**src/rtl/mccpu_ctrl.sv**
```systemverilog
// mccpu_ctrl: multi-cycle RISC-V control unit.
// Sequences one shared ALU, register file and memory port through
// FETCH/DECODE/EXEC/MEM/WB and stops in TRAP on an illegal instruction
// or a memory-ready timeout.
//
// Parameters: WAIT_TIMEOUT (max ready-wait cycles, 0 = no timeout),
//             TO_W (wait counter width, 2^TO_W > WAIT_TIMEOUT).
// Inputs : clk, rstn (async, active-low), Op/Funct7/Funct3 (latched IR),
//          Zero (branch condition true), imem_ready, dmem_ready.
// Outputs: imem_req, dmem_req, IRWrite, PCWrite, RegWrite, MemWrite,
//          EXTOp, ALUOp, NPCOp, ALUSrc, WDSel, state, illegal, instr_done.
// Optional: define MCCPU_CTRL_PERF_EN to add cycle_cnt and instret_cnt.
//
// state  | meaning
// FETCH  | request instruction word, latch IR on imem_ready
// DECODE | classify opcode/funct, trap if unsupported
// EXEC   | ALU operation; branches retire here
// MEM    | data access; stores retire on dmem_ready
// WB     | register write and PC update
// TRAP   | sticky stop, only rstn leaves
module mccpu_ctrl #(
    parameter int WAIT_TIMEOUT = 255,
    parameter int TO_W         = 8
) (
    input  logic       clk,
    input  logic       rstn,
    input  logic [6:0] Op,
    input  logic [6:0] Funct7,
    input  logic [2:0] Funct3,
    input  logic       Zero,
    input  logic       imem_ready,
    input  logic       dmem_ready,
    output logic       imem_req,
    output logic       dmem_req,
    output logic       IRWrite,
    output logic       PCWrite,
    output logic       RegWrite,
    output logic       MemWrite,
    output logic [5:0] EXTOp,
    output logic [4:0] ALUOp,
    output logic [2:0] NPCOp,
    output logic       ALUSrc,
    output logic [1:0] WDSel,
    output logic [2:0] state,
    output logic       illegal,
    output logic       instr_done
`ifdef MCCPU_CTRL_PERF_EN
    ,
    output logic [31:0] cycle_cnt,
    output logic [31:0] instret_cnt
`endif
);

    typedef enum logic [2:0] {
        S_FETCH  = 3'd0,
        S_DECODE = 3'd1,
        S_EXEC   = 3'd2,
        S_MEM    = 3'd3,
        S_WB     = 3'd4,
        S_TRAP   = 3'd7
    } state_t;

    localparam logic [6:0] OP_R    = 7'b0110011;
    localparam logic [6:0] OP_I    = 7'b0010011;
    localparam logic [6:0] OP_LD   = 7'b0000011;
    localparam logic [6:0] OP_ST   = 7'b0100011;
    localparam logic [6:0] OP_BR   = 7'b1100011;
    localparam logic [6:0] OP_JAL  = 7'b1101111;
    localparam logic [6:0] OP_JALR = 7'b1100111;
    localparam logic [6:0] OP_LUI  = 7'b0110111;

    localparam logic [5:0] EXT_I = 6'b010000;
    localparam logic [5:0] EXT_S = 6'b001000;
    localparam logic [5:0] EXT_B = 6'b000100;
    localparam logic [5:0] EXT_U = 6'b000010;
    localparam logic [5:0] EXT_J = 6'b000001;

    localparam logic [6:0] F7_ALT = 7'b0100000;

    state_t          cur;
    logic [TO_W-1:0] wait_cnt;
    logic            legal;
    logic            timeout_hit;

    wire is_ld   = (Op == OP_LD);
    wire is_st   = (Op == OP_ST);
    wire is_br   = (Op == OP_BR);
    wire is_jal  = (Op == OP_JAL);
    wire is_jalr = (Op == OP_JALR);

    always_comb begin
        legal  = 1'b0;
        ALUOp  = 5'b00011;
        EXTOp  = 6'b000000;
        ALUSrc = 1'b0;
        WDSel  = 2'b00;
        case (Op)
            OP_R: begin
                legal = 1'b1;
                case ({Funct7, Funct3})
                    {7'b0, 3'b000}:  ALUOp = 5'b00011;
                    {F7_ALT, 3'b000}: ALUOp = 5'b00100;
                    {7'b0, 3'b001}:  ALUOp = 5'b01111;
                    {7'b0, 3'b010}:  ALUOp = 5'b01010;
                    {7'b0, 3'b011}:  ALUOp = 5'b01011;
                    {7'b0, 3'b100}:  ALUOp = 5'b01100;
                    {7'b0, 3'b101}:  ALUOp = 5'b10000;
                    {F7_ALT, 3'b101}: ALUOp = 5'b10001;
                    {7'b0, 3'b110}:  ALUOp = 5'b01101;
                    {7'b0, 3'b111}:  ALUOp = 5'b01110;
                    default:         legal = 1'b0;
                endcase
            end
            OP_I: begin
                legal  = 1'b1;
                EXTOp  = EXT_I;
                ALUSrc = 1'b1;
                case (Funct3)
                    3'b000: ALUOp = 5'b00011;
                    3'b010: ALUOp = 5'b01010;
                    3'b011: ALUOp = 5'b01011;
                    3'b100: ALUOp = 5'b01100;
                    3'b110: ALUOp = 5'b01101;
                    3'b111: ALUOp = 5'b01110;
                    3'b001: begin
                        ALUOp = 5'b01111;
                        legal = (Funct7 == 7'b0);
                    end
                    default: begin
                        // funct3 101: upper immediate bits pick srli/srai
                        ALUOp = (Funct7 == F7_ALT) ? 5'b10001 : 5'b10000;
                        legal = (Funct7 == 7'b0) || (Funct7 == F7_ALT);
                    end
                endcase
            end
            OP_LD: begin
                legal  = (Funct3 == 3'b010);
                EXTOp  = EXT_I;
                ALUSrc = 1'b1;
                WDSel  = 2'b01;
            end
            OP_ST: begin
                legal  = (Funct3 == 3'b010);
                EXTOp  = EXT_S;
                ALUSrc = 1'b1;
            end
            OP_BR: begin
                legal = 1'b1;
                EXTOp = EXT_B;
                // Zero reports "condition true", so each funct3 selects its compare.
                // Reserved encodings fall back to the beq compare.
                case (Funct3)
                    3'b001:  ALUOp = 5'b00101;
                    3'b100:  ALUOp = 5'b00110;
                    3'b101:  ALUOp = 5'b00111;
                    3'b110:  ALUOp = 5'b01000;
                    3'b111:  ALUOp = 5'b01001;
                    default: ALUOp = 5'b00100;
                endcase
            end
            OP_JAL: begin
                legal = 1'b1;
                EXTOp = EXT_J;
                WDSel = 2'b10;
            end
            OP_JALR: begin
                legal  = 1'b1;
                EXTOp  = EXT_I;
                ALUSrc = 1'b1;
                WDSel  = 2'b10;
            end
            OP_LUI: begin
                legal  = 1'b1;
                EXTOp  = EXT_U;
                ALUSrc = 1'b1;
                ALUOp  = 5'b00001;
            end
            default: legal = 1'b0;
        endcase
    end

    // Fires on the last permitted wait cycle so the request is gone next cycle.
    assign timeout_hit = (WAIT_TIMEOUT != 0) &&
                         (32'(wait_cnt) == 32'(WAIT_TIMEOUT - 1));

    always_ff @(posedge clk or negedge rstn) begin
        if (!rstn) begin
            cur      <= S_FETCH;
            wait_cnt <= '0;
            illegal  <= 1'b0;
        end else begin
            case (cur)
                S_FETCH: begin
                    if (imem_ready) begin
                        cur      <= S_DECODE;
                        wait_cnt <= '0;
                    end else if (timeout_hit) begin
                        cur      <= S_TRAP;
                        wait_cnt <= '0;
                        illegal  <= 1'b1;
                    end else begin
                        wait_cnt <= wait_cnt + 1'b1;
                    end
                end
                S_DECODE: begin
                    if (legal) begin
                        cur <= S_EXEC;
                    end else begin
                        cur     <= S_TRAP;
                        illegal <= 1'b1;
                    end
                end
                S_EXEC: begin
                    if (is_br)                cur <= S_FETCH;
                    else if (is_ld || is_st)  cur <= S_MEM;
                    else                      cur <= S_WB;
                end
                S_MEM: begin
                    if (dmem_ready) begin
                        cur      <= is_st ? S_FETCH : S_WB;
                        wait_cnt <= '0;
                    end else if (timeout_hit) begin
                        cur      <= S_TRAP;
                        wait_cnt <= '0;
                        illegal  <= 1'b1;
                    end else begin
                        wait_cnt <= wait_cnt + 1'b1;
                    end
                end
                S_WB:    cur <= S_FETCH;
                S_TRAP:  cur <= S_TRAP;
                default: begin
                    cur     <= S_TRAP;
                    illegal <= 1'b1;
                end
            endcase
        end
    end

    // Strobes are gated by rstn so an in-flight request drops with reset.
    always_comb begin
        imem_req   = 1'b0;
        dmem_req   = 1'b0;
        IRWrite    = 1'b0;
        PCWrite    = 1'b0;
        RegWrite   = 1'b0;
        MemWrite   = 1'b0;
        instr_done = 1'b0;
        NPCOp      = 3'b000;
        if (rstn) begin
            case (cur)
                S_FETCH: begin
                    imem_req = 1'b1;
                    IRWrite  = imem_ready;
                end
                S_EXEC: begin
                    if (is_br) begin
                        PCWrite    = 1'b1;
                        NPCOp      = {2'b00, Zero};
                        instr_done = 1'b1;
                    end
                end
                S_MEM: begin
                    dmem_req = 1'b1;
                    MemWrite = is_st;
                    if (dmem_ready && is_st) begin
                        PCWrite    = 1'b1;
                        instr_done = 1'b1;
                    end
                end
                S_WB: begin
                    RegWrite   = 1'b1;
                    PCWrite    = 1'b1;
                    instr_done = 1'b1;
                    if (is_jal)       NPCOp = 3'b010;
                    else if (is_jalr) NPCOp = 3'b100;
                end
                default: ;
            endcase
        end
    end

    assign state = cur;

`ifdef MCCPU_CTRL_PERF_EN
    always_ff @(posedge clk or negedge rstn) begin
        if (!rstn) begin
            cycle_cnt   <= '0;
            instret_cnt <= '0;
        end else begin
            cycle_cnt <= cycle_cnt + 32'd1;
            if (instr_done) instret_cnt <= instret_cnt + 32'd1;
        end
    end
`endif

endmodule
```
**config.mk**
```make
export PLATFORM = sky130hd
export DESIGN_NAME = mccpu_ctrl
export DESIGN_NICKNAME = d
export VERILOG_FILES = /design/src/rtl/mccpu_ctrl.sv
export SDC_FILE = /design/constraint.sdc
export NUM_CORES = 1
export LEC_CHECK = 0
export ABC_AREA = 0
export CAP_MARGIN = 15
export CORE_MARGIN = 4
export CORE_UTILIZATION = 46
export DETAILED_ROUTE_END_ITERATION = 10
export PLACE_DENSITY_LB_ADDON = 0.15
export SYNTH_ARGS = -nofsm -noshare
export SYNTH_HDL_FRONTEND = slang
export SYNTH_SLANG_ARGS = --single-unit
```
**constraint.sdc**
```tcl
create_clock -name clk -period 3.17 [get_ports clk]
set_clock_uncertainty 0.2 [all_clocks]
set_input_delay 0.634 -clock clk [delete_from_list [all_inputs] [get_ports clk]]
set_output_delay 0.634 -clock clk [all_outputs]
set_load 0.01 [all_outputs]
```
==> metrics <==
placed cells 285; Die Ht roughly 64 um; Util after Layout 0.7719; CTS Hold Bufs 0; starting density of the core 0.5004; Post-Route WL 4.749 mm; Synth Area per Inst 7.717 um^2; Die ar. roughly 4100 um^2; MaxCap Viol Count 0; global-route wire length before repair 7.872 mm; dpl cell area about 2100 um^2; Finished Layout Cells 293; met1 Use GR 0.3085; global-route usage over all layers 0.2386; Worst-path clk slew 0.09 ns; design area 2202 um^2; Ys Warns 0; global placement routability congestion 0.8949; register area approximately 300 um^2; Req. time, crit path approximately 2.3 ns; core area 2853 um^2; TritonCTS clock tree done; Ant. Diodes 0; Top Usage Layer GRT met2; total congestion overflow 0; Max Fanout on Critical Path 5; chip width 63.71 um; Final setup viols 0; area occupied by multi-input gates around 1100 um^2; number of CTS-inserted buffers 3; crit path DAT between 2 and 2.5 ns; Power Dens Cells 167.5 nW/um^2; port buffer count 48; Iter 0 DRT Violations 135; clock root buffer clkbuf_4; vias in the first global route between 1.5k and 2k; WL/cell 16.21 um; Mapped Nets roughly 210; R2R setup slack 0.91 ns; dominant cell type by area after synthesis dfrtp_1; area grow syn2layout 54.25%; largest net degree at the start of global routing 15; Synth cell types 60; crit path from Op[3]; RR Startpoint wait_cnt[2]; hold path start wait_cnt[7]; Fmax 0.3224 GHz; Period Utilization, post-route 0.9784; total power 368.9 uW; post-synth top area share 0.2103; Yosys reg bits 12; area of the mapped netlist 1428 um^2; total number of vias between 1.5k and 2k; clk buf depth 2; DRC 0; GR Util met2 0.4042; main flop type after synthesis dfrtp_1; IO Pins 50; Leakage 1.091 nW; fill count between 200 and 250; CTS H-tree depth 1; Hold Vio Cnt, Final 0; Min-Delay Path Class reg -> reg; Final nets 288; status completed; Skew-Pair Late Insertion Delay approximately 0.28 ns; FFs w/ async S/R, synth 1.000; Seq/Total Area, Yosys 0.2103; remaining antenna violation count 0; met3 usage 0.04618; Post-DP HPWL around 3.6 mm; Post-synth EDFFs 0; max-slew violations 0; first-pass iteration count of the detailed router 4; Synth Instances 185; share of cells above drive strength 1 0.2710; fin crit period 3.102 ns; TritonCTS Sinks 12; Crit Path Class in -> out; Max VDD drop 0.1814 mV; via/cell ratio 6.038; CP endpoint kind output pin; WHS ~0.3 ns; CP Launch Type input port; antenna violations before repair 0; Area contributors post-synth dfrtp_1 (21%), nand2_1 (4.7%), nor3_1 (3.2%); num rows 19
## cells in the final DEF (no fill, tap or decap), types with 2 or more instances in the layout
cell type	count
a21o_1	4
a21oi_1	5
a221oi_2	2
a22o_1	4
a22oi_1	3
a31oi_1	3
and2_1	4
and2b_1	2
and3_1	5
buf_2	5
buf_4	37
clkbuf_4	3
clkdlybuf4s15_1	2
clkdlybuf4s50_1	22
dfrtp_1	12
dlygate4sd2_1	14
dlymetal6s2s_1	4
ha_1	2
inv_1	9
mux2i_1	2
nand2_1	18
nand2b_1	2
nand3_1	8
nand3b_1	2
nand4_1	3
nor2_1	10
nor2_2	2
nor2b_1	5
nor3_1	8
o21a_1	2
o21ai_0	7
o21ai_1	8
o31ai_1	3
or3_1	5
or3b_4	2
## state kept, by name (all words and copies together), names as in the netlist
signal	count
wait_cnt	8
illegal	1
state	3
## worst max-delay path, cell delays in order
cell and delay (ns):
clkdlybuf4s50_1 0.47, buf_4 0.12, nand3b_4 0.17, nor3_4 0.07, or4_1 0.50, dlygate4sd2_1 0.30
## cell usage after synthesis, types with 4 or more instances
library cell	instances
inv_1	9
and3_1	5
and2_1	4
buf_6	4
or3_1	6
a21o_1	4
dfrtp_1	12
a21oi_1	6
nor2_1	11
o21ai_1	9
a22o_1	4
nand2_1	18
o21ai_0	7
nor2b_1	6
nor3_1	9
nand3_1	8
## repair_timing
action,CTS,global route
setup endpoints to repair,18,10
resized for setup,48,14
setup buffers,3,2
pin swaps,5,8
## routing by layer
| layer | routed length (um) | share of wire |
|---|---|---|
| met3 | 306 | 0.064 |
| met4 | 76 | 0.016 |
| met1 | 2022 | 0.43 |
| met2 | 2344 | 0.49 |
| met5 | 0 | 0 |
## cell families (layout without fill, tap and decap cells)
kind of cell	Yosys count	after routing	share of synthesized area
XOR/XNOR	1	1	0.006136
other	1	1	0.002627
flip-flops	12	12	0.2103
adder cells (fa/ha/maj)	2	2	0.01753
multiplexers	3	3	0.02191
AND/OR/NAND/NOR	93	93	0.3926
buffers and inverters	21	98	0.08500
AO/OA/AOI/OAI	52	52	0.2638
## final cells by class
type                       count  area share
multi-input combinational    152      0.4886
timing repair buffer          85      0.3301
sequential                    12      0.1364
tap                           31     0.01761
inverter                      10     0.01705
clock buffer                   3     0.01023
## through the flow
| step | TNS, ns | worst slack (ns) |
|---|---|---|
| 6_report | 0 | 0.06844 |
| 5_1_grt | -0.02159 | -0.02159 |
| 4_1_cts | -0.01840 | -0.01537 |
| 3_5_place_dp | -5.003 | -0.5312 |
| 3_3_place_gp | -4.288 | -0.4594 |
| 2_1_floorplan | 0 | 0.4266 |
## worst paths after layout
path	cells past startpoint	to
min in group asynchronous	2	illegal
setup / recovery	6	ALUSrc
setup reg to reg	5	illegal
max in group asynchronous	2	wait_cnt[5]
hold reg to reg	1	wait_cnt[7]
hold / removal	1	wait_cnt[7]
## power by group
part	total [mW]	internal (mW)	switching, mW
logic	0.116	0.0607	0.0549
clock network	0.100	0.0441	0.0563
registers	0.153	0.153	0
No activity file was read; power rests on OpenSTA's default activity.
